[src/rtl/cpu_bus_arbiter_if.sv]
// cpu_bus_arbiter_if
// Bundles the master-side request/response signals and the memory-side command/data
// signals of cpu_bus_arbiter. Master i occupies slice [i*W +: W] of each flattened vector.
//   master modport : the requesting masters plus the memory (drive requests, iMemRData)
//   slave  modport : the arbiter (drives grants, read returns and the memory command)
// Signals:
//   iReq/iWe/iAddr/iWData/iBE   per-master request, direction, address, write data, byte enables
//   oGnt/oRValid/oRData         one-hot accept strobe, one-hot read-valid, shared read data
//   oMemRead/oMemWrite/oMemAddr/oMemWData/oMemBE   registered memory command
//   iMemRData                   memory read data
//   oOutstanding                reads issued and not yet returned
interface cpu_bus_arbiter_if #(
    parameter int unsigned NUM_MASTERS = 2,
    parameter int unsigned ADDR_W      = 32,
    parameter int unsigned DATA_W      = 32
);
    logic [NUM_MASTERS-1:0]          iReq;
    logic [NUM_MASTERS-1:0]          iWe;
    logic [NUM_MASTERS*ADDR_W-1:0]   iAddr;
    logic [NUM_MASTERS*DATA_W-1:0]   iWData;
    logic [NUM_MASTERS*DATA_W/8-1:0] iBE;
    logic [NUM_MASTERS-1:0]          oGnt;
    logic [NUM_MASTERS-1:0]          oRValid;
    logic [DATA_W-1:0]               oRData;
    logic                            oMemRead;
    logic                            oMemWrite;
    logic [ADDR_W-1:0]               oMemAddr;
    logic [DATA_W-1:0]               oMemWData;
    logic [DATA_W/8-1:0]             oMemBE;
    logic [DATA_W-1:0]               iMemRData;
    logic [2:0]                      oOutstanding;

    modport master (
        output iReq, iWe, iAddr, iWData, iBE, iMemRData,
        input  oGnt, oRValid, oRData, oMemRead, oMemWrite, oMemAddr, oMemWData, oMemBE,
               oOutstanding
    );

    modport slave (
        input  iReq, iWe, iAddr, iWData, iBE, iMemRData,
        output oGnt, oRValid, oRData, oMemRead, oMemWrite, oMemAddr, oMemWData, oMemBE,
               oOutstanding
    );
endinterface

[src/rtl/cpu_bus_arbiter.sv]
// cpu_bus_arbiter
// Merges NUM_MASTERS request buses (0 = instruction fetch, 1 = data, others optional) onto
// one single-ported memory bus. At most one request is accepted per cycle, either
// round-robin or fixed priority (lowest index). The accepted command is registered onto the
// memory bus; reads are tagged with the master index in a READ_LATENCY+1 deep pipeline so
// that the returning iMemRData is flagged to the right master.
// Ports:
//   iCLK    system clock
//   iRST    synchronous active-high reset
//   bus_if  slave modport of cpu_bus_arbiter_if (master requests, memory command, returns)
module cpu_bus_arbiter #(
    parameter int unsigned NUM_MASTERS  = 2,
    parameter int unsigned ADDR_W       = 32,
    parameter int unsigned DATA_W       = 32,
    parameter int unsigned READ_LATENCY = 1,
    parameter int unsigned ARB_MODE     = 0
) (
    input logic              iCLK,
    input logic              iRST,
    cpu_bus_arbiter_if.slave bus_if
);
    localparam int unsigned IDX_W  = (NUM_MASTERS > 1) ? $clog2(NUM_MASTERS) : 1;
    localparam int unsigned BE_W   = DATA_W / 8;
    localparam int unsigned STAGES = READ_LATENCY + 1;
    localparam int unsigned LAST   = STAGES - 1;

    typedef logic [IDX_W-1:0] idx_t;

    idx_t              ptr_q, ptr_d;
    idx_t              gnt_idx;
    idx_t              cand;
    logic              gnt_any;
    logic              gnt_we;
    logic              rd_issue;
    logic              rd_retire;

    logic              mem_read_q, mem_read_d;
    logic              mem_write_q, mem_write_d;
    logic [ADDR_W-1:0] mem_addr_q, mem_addr_d;
    logic [DATA_W-1:0] mem_wdata_q, mem_wdata_d;
    logic [BE_W-1:0]   mem_be_q, mem_be_d;

    logic [STAGES-1:0] tag_vld_q, tag_vld_d;
    idx_t              tag_idx_q [STAGES];
    idx_t              tag_idx_d [STAGES];
    logic [2:0]        outst_q, outst_d;

    // Arbitration. Both searches walk downwards so the last hit written is the winner.
    always_comb begin
        gnt_any = 1'b0;
        gnt_idx = '0;
        cand    = '0;
        if (ARB_MODE == 1) begin
            for (int i = int'(NUM_MASTERS) - 1; i >= 0; i--) begin
                if (bus_if.iReq[i]) begin
                    gnt_any = 1'b1;
                    gnt_idx = idx_t'(i);
                end
            end
        end else begin
            // Offsets NUM_MASTERS..1 past the last grant; offset 1 is checked last, so the
            // requester nearest to ptr_q+1 wins and the last-granted master is tried last.
            for (int i = int'(NUM_MASTERS); i >= 1; i--) begin
                cand = idx_t'((int'(ptr_q) + i) % int'(NUM_MASTERS));
                if (bus_if.iReq[cand]) begin
                    gnt_any = 1'b1;
                    gnt_idx = cand;
                end
            end
        end
        if (iRST) begin
            gnt_any = 1'b0;
        end
    end

    always_comb begin
        bus_if.oGnt = '0;
        if (gnt_any) begin
            bus_if.oGnt[gnt_idx] = 1'b1;
        end
    end

    assign gnt_we    = bus_if.iWe[gnt_idx];
    assign rd_issue  = gnt_any & ~gnt_we;
    assign rd_retire = tag_vld_q[LAST];

    always_comb begin
        ptr_d       = gnt_any ? gnt_idx : ptr_q;
        mem_read_d  = rd_issue;
        mem_write_d = gnt_any & gnt_we;
        mem_addr_d  = mem_addr_q;
        mem_wdata_d = mem_wdata_q;
        mem_be_d    = mem_be_q;
        if (gnt_any) begin
            mem_addr_d  = bus_if.iAddr[int'(gnt_idx) * ADDR_W +: ADDR_W];
            mem_wdata_d = bus_if.iWData[int'(gnt_idx) * DATA_W +: DATA_W];
            mem_be_d    = bus_if.iBE[int'(gnt_idx) * BE_W +: BE_W];
        end

        // Tag pipeline shifts every cycle; stage 0 captures the read being accepted now.
        tag_vld_d    = '0;
        tag_idx_d    = tag_idx_q;
        tag_vld_d[0] = rd_issue;
        tag_idx_d[0] = gnt_idx;
        for (int s = 1; s < int'(STAGES); s++) begin
            tag_vld_d[s] = tag_vld_q[s-1];
            tag_idx_d[s] = tag_idx_q[s-1];
        end

        unique case ({rd_issue, rd_retire})
            2'b10:   outst_d = outst_q + 3'd1;
            2'b01:   outst_d = outst_q - 3'd1;
            default: outst_d = outst_q;
        endcase
    end

    always_ff @(posedge iCLK) begin
        if (iRST) begin
            ptr_q       <= idx_t'(NUM_MASTERS - 1);
            mem_read_q  <= 1'b0;
            mem_write_q <= 1'b0;
            mem_addr_q  <= '0;
            mem_wdata_q <= '0;
            mem_be_q    <= '0;
            tag_vld_q   <= '0;
            tag_idx_q   <= '{default: '0};
            outst_q     <= '0;
        end else begin
            ptr_q       <= ptr_d;
            mem_read_q  <= mem_read_d;
            mem_write_q <= mem_write_d;
            mem_addr_q  <= mem_addr_d;
            mem_wdata_q <= mem_wdata_d;
            mem_be_q    <= mem_be_d;
            tag_vld_q   <= tag_vld_d;
            tag_idx_q   <= tag_idx_d;
            outst_q     <= outst_d;
        end
    end

    always_comb begin
        bus_if.oRValid = '0;
        if (tag_vld_q[LAST]) begin
            bus_if.oRValid[tag_idx_q[LAST]] = 1'b1;
        end
    end

    assign bus_if.oRData       = bus_if.iMemRData;
    assign bus_if.oMemRead     = mem_read_q;
    assign bus_if.oMemWrite    = mem_write_q;
    assign bus_if.oMemAddr     = mem_addr_q;
    assign bus_if.oMemWData    = mem_wdata_q;
    assign bus_if.oMemBE       = mem_be_q;
    assign bus_if.oOutstanding = outst_q;
endmodule
[src/flat_wrapper.sv]
// flat-port wrapper written by rule: the top's interface ports become plain ports
module cpu_bus_arbiter_flat 
#(
    parameter int unsigned NUM_MASTERS  = 2,
    parameter int unsigned ADDR_W       = 32,
    parameter int unsigned DATA_W       = 32,
    parameter int unsigned READ_LATENCY = 1,
    parameter int unsigned ARB_MODE     = 0
)
  (iCLK, iRST, bus_if_iReq, bus_if_iWe, bus_if_iAddr, bus_if_iWData, bus_if_iBE, bus_if_iMemRData, bus_if_oGnt, bus_if_oRValid, bus_if_oRData, bus_if_oMemRead, bus_if_oMemWrite, bus_if_oMemAddr, bus_if_oMemWData, bus_if_oMemBE, bus_if_oOutstanding);
  cpu_bus_arbiter_if #(.NUM_MASTERS(NUM_MASTERS), .ADDR_W(ADDR_W), .DATA_W(DATA_W)) bus_if_i ();
  input logic iCLK;
  input logic iRST;
  input wire logic [$bits(bus_if_i.iReq)-1:0] bus_if_iReq;
  input wire logic [$bits(bus_if_i.iWe)-1:0] bus_if_iWe;
  input wire logic [$bits(bus_if_i.iAddr)-1:0] bus_if_iAddr;
  input wire logic [$bits(bus_if_i.iWData)-1:0] bus_if_iWData;
  input wire logic [$bits(bus_if_i.iBE)-1:0] bus_if_iBE;
  input wire logic [$bits(bus_if_i.iMemRData)-1:0] bus_if_iMemRData;
  output wire logic [$bits(bus_if_i.oGnt)-1:0] bus_if_oGnt;
  output wire logic [$bits(bus_if_i.oRValid)-1:0] bus_if_oRValid;
  output wire logic [$bits(bus_if_i.oRData)-1:0] bus_if_oRData;
  output wire logic [$bits(bus_if_i.oMemRead)-1:0] bus_if_oMemRead;
  output wire logic [$bits(bus_if_i.oMemWrite)-1:0] bus_if_oMemWrite;
  output wire logic [$bits(bus_if_i.oMemAddr)-1:0] bus_if_oMemAddr;
  output wire logic [$bits(bus_if_i.oMemWData)-1:0] bus_if_oMemWData;
  output wire logic [$bits(bus_if_i.oMemBE)-1:0] bus_if_oMemBE;
  output wire logic [$bits(bus_if_i.oOutstanding)-1:0] bus_if_oOutstanding;
  assign bus_if_i.iReq = bus_if_iReq;
  assign bus_if_i.iWe = bus_if_iWe;
  assign bus_if_i.iAddr = bus_if_iAddr;
  assign bus_if_i.iWData = bus_if_iWData;
  assign bus_if_i.iBE = bus_if_iBE;
  assign bus_if_i.iMemRData = bus_if_iMemRData;
  assign bus_if_oGnt = bus_if_i.oGnt;
  assign bus_if_oRValid = bus_if_i.oRValid;
  assign bus_if_oRData = bus_if_i.oRData;
  assign bus_if_oMemRead = bus_if_i.oMemRead;
  assign bus_if_oMemWrite = bus_if_i.oMemWrite;
  assign bus_if_oMemAddr = bus_if_i.oMemAddr;
  assign bus_if_oMemWData = bus_if_i.oMemWData;
  assign bus_if_oMemBE = bus_if_i.oMemBE;
  assign bus_if_oOutstanding = bus_if_i.oOutstanding;
  cpu_bus_arbiter #(.NUM_MASTERS(NUM_MASTERS), .ADDR_W(ADDR_W), .DATA_W(DATA_W), .READ_LATENCY(READ_LATENCY), .ARB_MODE(ARB_MODE)) u_core (.iCLK(iCLK), .iRST(iRST), .bus_if(bus_if_i));
endmodule
[config.mk]
export PLATFORM = sky130hd
export DESIGN_NAME = cpu_bus_arbiter_flat
export DESIGN_NICKNAME = d
export VERILOG_FILES = /design/src/rtl/cpu_bus_arbiter_if.sv /design/src/rtl/cpu_bus_arbiter.sv /design/src/flat_wrapper.sv
export SDC_FILE = /design/constraint.sdc
export NUM_CORES = 1
export LEC_CHECK = 0
export CAP_MARGIN = 40
export CORE_AREA = 2 2 110 112
export CTS_CLUSTER_DIAMETER = 50
export DETAILED_ROUTE_END_ITERATION = 16
export DIE_AREA = 0 0 112 114
export GPL_TIMING_DRIVEN = 1
export PLACE_DENSITY_LB_ADDON = 0.08
export RECOVER_POWER = 100
export SYNTH_ARGS = -nofsm -noshare
export SYNTH_HDL_FRONTEND = slang
export SYNTH_SLANG_ARGS = --single-unit
[constraint.sdc]
create_clock -name iCLK -period 4.45 [get_ports iCLK]
set_input_delay 0.89 -clock iCLK [delete_from_list [all_inputs] [get_ports iCLK]]
set_output_delay 0.89 -clock iCLK [all_outputs]
set_load 0.02 [all_outputs]
# Word level (Yosys, flattened, before mapping)
# Cells that the tools add are included.
[totals]
reg_bits = 78
inputBits = 174
output_inout_bits = 109
elab_cells = 49
[op_classes]
addsub = 4
n_lt_le_gt_ge = 6
eq_ne = 2
shifts = 3
muxes = 18
n_bitwise = 3
n_reduce_logical = 3
[ops]
columns = ["cell", "count"]
rows = [
  ["variable part select 64 x 7 -> 32 bit", 2],
  ["2-to-1 mux 1 bit", 13],
  ["less-than comparator 1 x 2 -> 1 bit (second input constant)", 4],
  ["variable part select 8 x 4 -> 4 bit", 1],
  ["one-hot mux 3 bit (2 select lines)", 1],
  ["2-to-1 mux 2 bit", 2],
  ["adder 3 x 1 -> 3 bit (second input constant)", 1],
  ["subtractor 3 x 1 -> 3 bit (second input constant)", 1],
  ["adder 1 bit (second input constant)", 2],
  ["bitwise AND 1 bit", 2],
  ["demux 1 bit (select 1 bit)", 2],
  ["== test 2 x 1 -> 1 bit (second input constant)", 1],
  ["== test 2 bit (second input constant)", 1],
  ["greater-or-equal comparator 1 bit (second input constant)", 2],
  ["logical AND 1 bit", 2],
  ["nonzero test 2 bit", 1],
  ["NOT 1 bit", 1],
]

# Logic depth before layout (Yosys ltp)
[depth]
ltp_word = 11
depth_mapped = 10
depth_no_buf = 9

# Worst setup path before layout
# OpenSTA, ideal clock, no wires.
[synth_timing]
path_type = "in2reg"
startpoint = "input port bus_if_iReq[1]"
endpoint = "register u_core.outst_q[2] (netlist: u_core.bus_if.oOutstanding[2])"
setup_time_ns = 0.071
t_arrival_ns = 2.607
required_time_ns = 4.379
path_slack_ns = 1.772
cell_stages = 10
path_buffers = 1
cell_sequence = "a21bo_2 buf_2 mux2i_1 nand2_1 ha_1 inv_1 fa_1 xor2_1 or3_1 a21oi_1"
[synth_between]
elab_chain_len = 10
elab_cells_between_ends = 17
[synth_lines]
columns = ["element", "line", "rtl"]
rows = [
  ["start, declared", "flat_wrapper.sv:14", "input wire logic [$bits(bus_if_i.iReq)-1:0] bus_if_iReq;"],
  ["2-to-1 mux 1 bit (implied by the code) (2 in a row)", "cpu_bus_arbiter.sv:65", "if (bus_if.iReq[cand]) begin"],
  ["2-to-1 mux 1 bit (2 in a row)", "cpu_bus_arbiter.sv:65", ""],
  ["2-to-1 mux 1 bit (implied by the code) (2 in a row)", "cpu_bus_arbiter.sv:83", "assign gnt_we = bus_if.iWe[gnt_idx];"],
  ["NOT 1 bit", "cpu_bus_arbiter.sv:84", "assign rd_issue = gnt_any & ~gnt_we;"],
  ["bitwise AND 1 bit *", "cpu_bus_arbiter.sv:84", ""],
  ["== test 2 x 1 -> 1 bit or == test 2 bit (tied branches)", "cpu_bus_arbiter.sv:110", "unique case ({rd_issue, rd_retire})"],
  ["one-hot mux 3 bit (2 select lines) or nonzero test 2 bit (tied branches)", "-", ""],
  ["end signal, assigned", "cpu_bus_arbiter.sv:137", "outst_q <= outst_d;"],
  ["end, declared", "cpu_bus_arbiter.sv:46", "logic [2:0] outst_q, outst_d;"],
]
# Mark *: on every way between the ends. The rest lies on a longest branch, timed or not. The select of a mux whose other input is x is not followed.
# A chain may end at the register's enable or synchronous reset.

# Worst setup path in the final report
[layout_timing]
startpoint = "input port bus_if_iReq[1]"
endpoint = "output port bus_if_oGnt[1]"
[layout_between]
elab_chain_len = 9
elab_cells_between_ends = 15
[layout_lines]
columns = ["element", "line", "rtl"]
rows = [
  ["2-to-1 mux 1 bit (implied by the code) (2 in a row)", "cpu_bus_arbiter.sv:65", ""],
  ["2-to-1 mux 1 bit (2 in a row)", "cpu_bus_arbiter.sv:65", ""],
  ["less-than comparator 1 x 2 -> 1 bit (implied by the code) or greater-or-equal comparator 1 bit (tied branches)", "cpu_bus_arbiter.sv:79", "bus_if.oGnt[gnt_idx] = 1'b1;"],
  ["logical AND 1 bit (implied by the code)", "cpu_bus_arbiter.sv:79", ""],
  ["2-to-1 mux 1 bit (implied by the code)", "cpu_bus_arbiter.sv:79", ""],
  ["demux 1 bit (select 1 bit)", "-", ""],
  ["2-to-1 mux 2 bit *", "cpu_bus_arbiter.sv:78", "if (gnt_any) begin"],
  ["end, declared", "flat_wrapper.sv:20", "output wire logic [$bits(bus_if_i.oGnt)-1:0] bus_if_oGnt;"],
]
# Marks and branches as above.

==> out/results.txt <==
Synthesized area per cell: 10.2 um^2
Peak supply drop: 0.219 mV
Post-synthesis mux area share: 0.00307
Core area: 11,700 um^2
Root buffer cell: clkbuf_16
Die Y-Extent: 114 um
Post-synth EDFFs: 0
Largest family of logic cells by synthesized area: compound AO/OA/AOI/OAI gates
Postcts setup bufs: 0
Setup violators final: 0
Initial core utilization: 0.278
WS Path Type: in2out
I/O Pins: 283
Port bufs: 218
HP Class: reg2reg
Hold Vio Cnt, Final: 0
Seq/Total Area, Yosys: 0.473
Slew Viols, Final: 0
Lkg Pwr: 0.00236 uW
Total track usage: 0.164
GRT overflow: 0
Critical path fanouts, max: 11
CTS tree: built
YS warnings: 0
Vias: 3,084
#FFs+latches synth: 77
H-tree depth: 3
Vias in the first global route: 3,151
Worst EP arrival: 2.90 ns
Post-synthesis to final-layout area growth: 72.8%
Global-route wire length before repair: 16,300 um
Mapped Area: 3260 um^2
Fin nets: 674
Largest net degree at the start of global routing: 61
Post-CTS sizing: 0
Num CTS Buffers: 9
Worst skew pair latency: 0.34 ns
Yosys cell types: 26
Setup crit end kind: output pin
Post-synth ARST share: 0
Fin util: 0.481
Max Fclk: 264 MHz
Hold-fix buffers, CTS: 0
Routed Antenna Nets: 0
Vias per inst: 4.74
1st-pass router iterations: 6
TNS Setup: 0 ns
Post-synthesis compound-gate area fraction: 0.228
WL/cell: 16.6 um
Final cycle utilization of the critical path: 0.852
Crit path required time: 3.56 ns
Placer Congestion: 0.761
Status: finished clean
DR iter-0 viols: 164
Hpwl dp: 7690 um
RSZ-0062 raised after global routing: no
Bufs on Longest Clock Path: 2
Xor and xnor fraction of the mapped netlist area: 0.00538
DRT Wirelength: 10,800 um
Sink Count: 77
Adder-Cell Fraction of Synth Area: 0.00998
DRC: 0
Initial antenna violation count: 0
Simple-gate portion of the synthesized area: 0.171
Critical Path Source Type: input pin
Cells after synthesis: 319
Min cycle time layout: 3.79 ns
Inserted Diodes: 0
Die X: 112 um
Die footprint: 12,800 um^2
Clk slew on worst S/H paths: 0.05 ns
Top_reg_cell synth: dfxtp_1
Max Clock Skew: 0.00574 ns
Power Dens Cells: 344 nW/um^2
Max-cap violations: 0
Syn_nets: 495
# rows: 40
Share of cells above drive strength 1: 0.0477
Slew headroom: 0.104
Worst Max-Slew Pin Slew: 1.34 ns
-- flip-flops by register name (all words and copies together), names as in the netlist --
signal,count
u_core.bus_if.oMemAddr,32
u_core.tag_idx_q,1
u_core.bus_if.oMemWrite,1
u_core.bus_if.oOutstanding,3
u_core.bus_if.oMemWData,32
u_core.tag_vld_q,2
u_core.tag_idx_d,1
u_core.ptr_q,1
u_core.bus_if.oMemBE,4
-- layout make-up --
cell class	count	area [um^2]
inverters	4	15.0
clock inverters	4	45.0
well taps	147	184
clock buffers	12	267
repair buffers	223	2210
flip-flops and latches	77	1540
multi-input cells	183	1360
fillers	1133	6080
-- Yosys cell counts (2+ instances only) --
| master | instances | area (um^2) |
|---|---|---|
| clkbuf_1 | 8 | 30.0 |
| buf_4 | 32 | 240 |
| xor2_1 | 2 | 17.5 |
| inv_1 | 4 | 15.0 |
| nor2b_1 | 4 | 25.0 |
| o21ai_0 | 2 | 10.0 |
| nand2_1 | 9 | 33.8 |
| a21oi_1 | 10 | 50.1 |
| dfxtp_1 | 77 | 1540 |
| nor2_1 | 15 | 56.3 |
| a221o_1 | 60 | 601 |
| nor3b_2 | 2 | 25.0 |
| a211oi_1 | 8 | 60.1 |
| buf_2 | 14 | 70.1 |
| and2_1 | 61 | 382 |
-- worst paths after layout --
| check | depth (start not counted) | end | slack, ns | startpoint |
|---|---|---|---|---|
| setup reg to reg | 4 | u_core.bus_if.oMemAddr[30] | 2.13 | u_core.ptr_q |
| hold / removal | 1 | u_core.tag_idx_q[0] | 0.46 | u_core.tag_idx_d[0] |
| hold reg to reg | 1 | u_core.tag_idx_q[0] | 0.46 | u_core.tag_idx_d[0] |
| setup / recovery | 4 | bus_if_oGnt[1] | 0.66 | bus_if_iReq[1] |
-- layer usage --
layer | up-vias | track usage | wire length, um
li1 | 1486 | - | -
met1 | 1424 | 0.181 | 4340
met2 | 159 | 0.274 | 5090
met3 | 15 | 0.0760 | 1130
met4 | 0 | 0.0715 | 197
met5 | - | 0 | 0
-- power breakdown --
group	internal (uW)	switching (uW)	total, uW
logic	233	175	408
clock network	477	283	760
registers	746	24.4	771
total	1460	483	1940
-- placed cells by master (no fill, tap or decap), drive strengths merged --
cell type	netlist	routed
nor3	2	2
nor2b	4	4
and2	61	61
or2	1	1
a21boi	1	1
ha	1	1
xor2	2	2
a21bo	1	1
nand2	9	9
nor3b	2	2
bufinv	0	1
nor2	16	16
dfxtp	77	77
mux2i	1	1
inv	4	4
o21ai	2	2
clkinv	0	3
a221o	60	60
a211oi	8	8
a21oi	10	10
fa	1	1
or3	1	1
clkdlybuf4s50	0	139
buf	47	3
clkbuf	8	14
dlygate4sd3	0	79
-- critical path, stage by stage --
cell	delay, ns
dlygate4sd3_1	0.67
a21bo_1	0.38
nor2_1	0.24
dlygate4sd3_1	0.71
-- cell families after synthesis --
logic type                 count (synthesis)
buffers and inverters                     59
adders and majority gates                  2
xor gates and xnor gates                   2
and+or+nand+nor                           96
AOI/OAI and AO/OA                         82
DFF                                       77
muxes                                      1
-- metrics by stage --
stage	hold slack (ns)	setup WS, ns	area, um^2	instances	total power, uW
after global placement	0.445	0.963	5340	634	1220
after floorplan	0.414	1.77	3260	319	995
after global routing	0.472	0.603	5630	650	2020
after detailed placement	0.459	0.944	5340	634	1220
after CTS	0.467	0.945	5650	650	1990
final	0.458	0.660	5630	650	1940
Note: power is estimated with default switching activity, not from simulation.
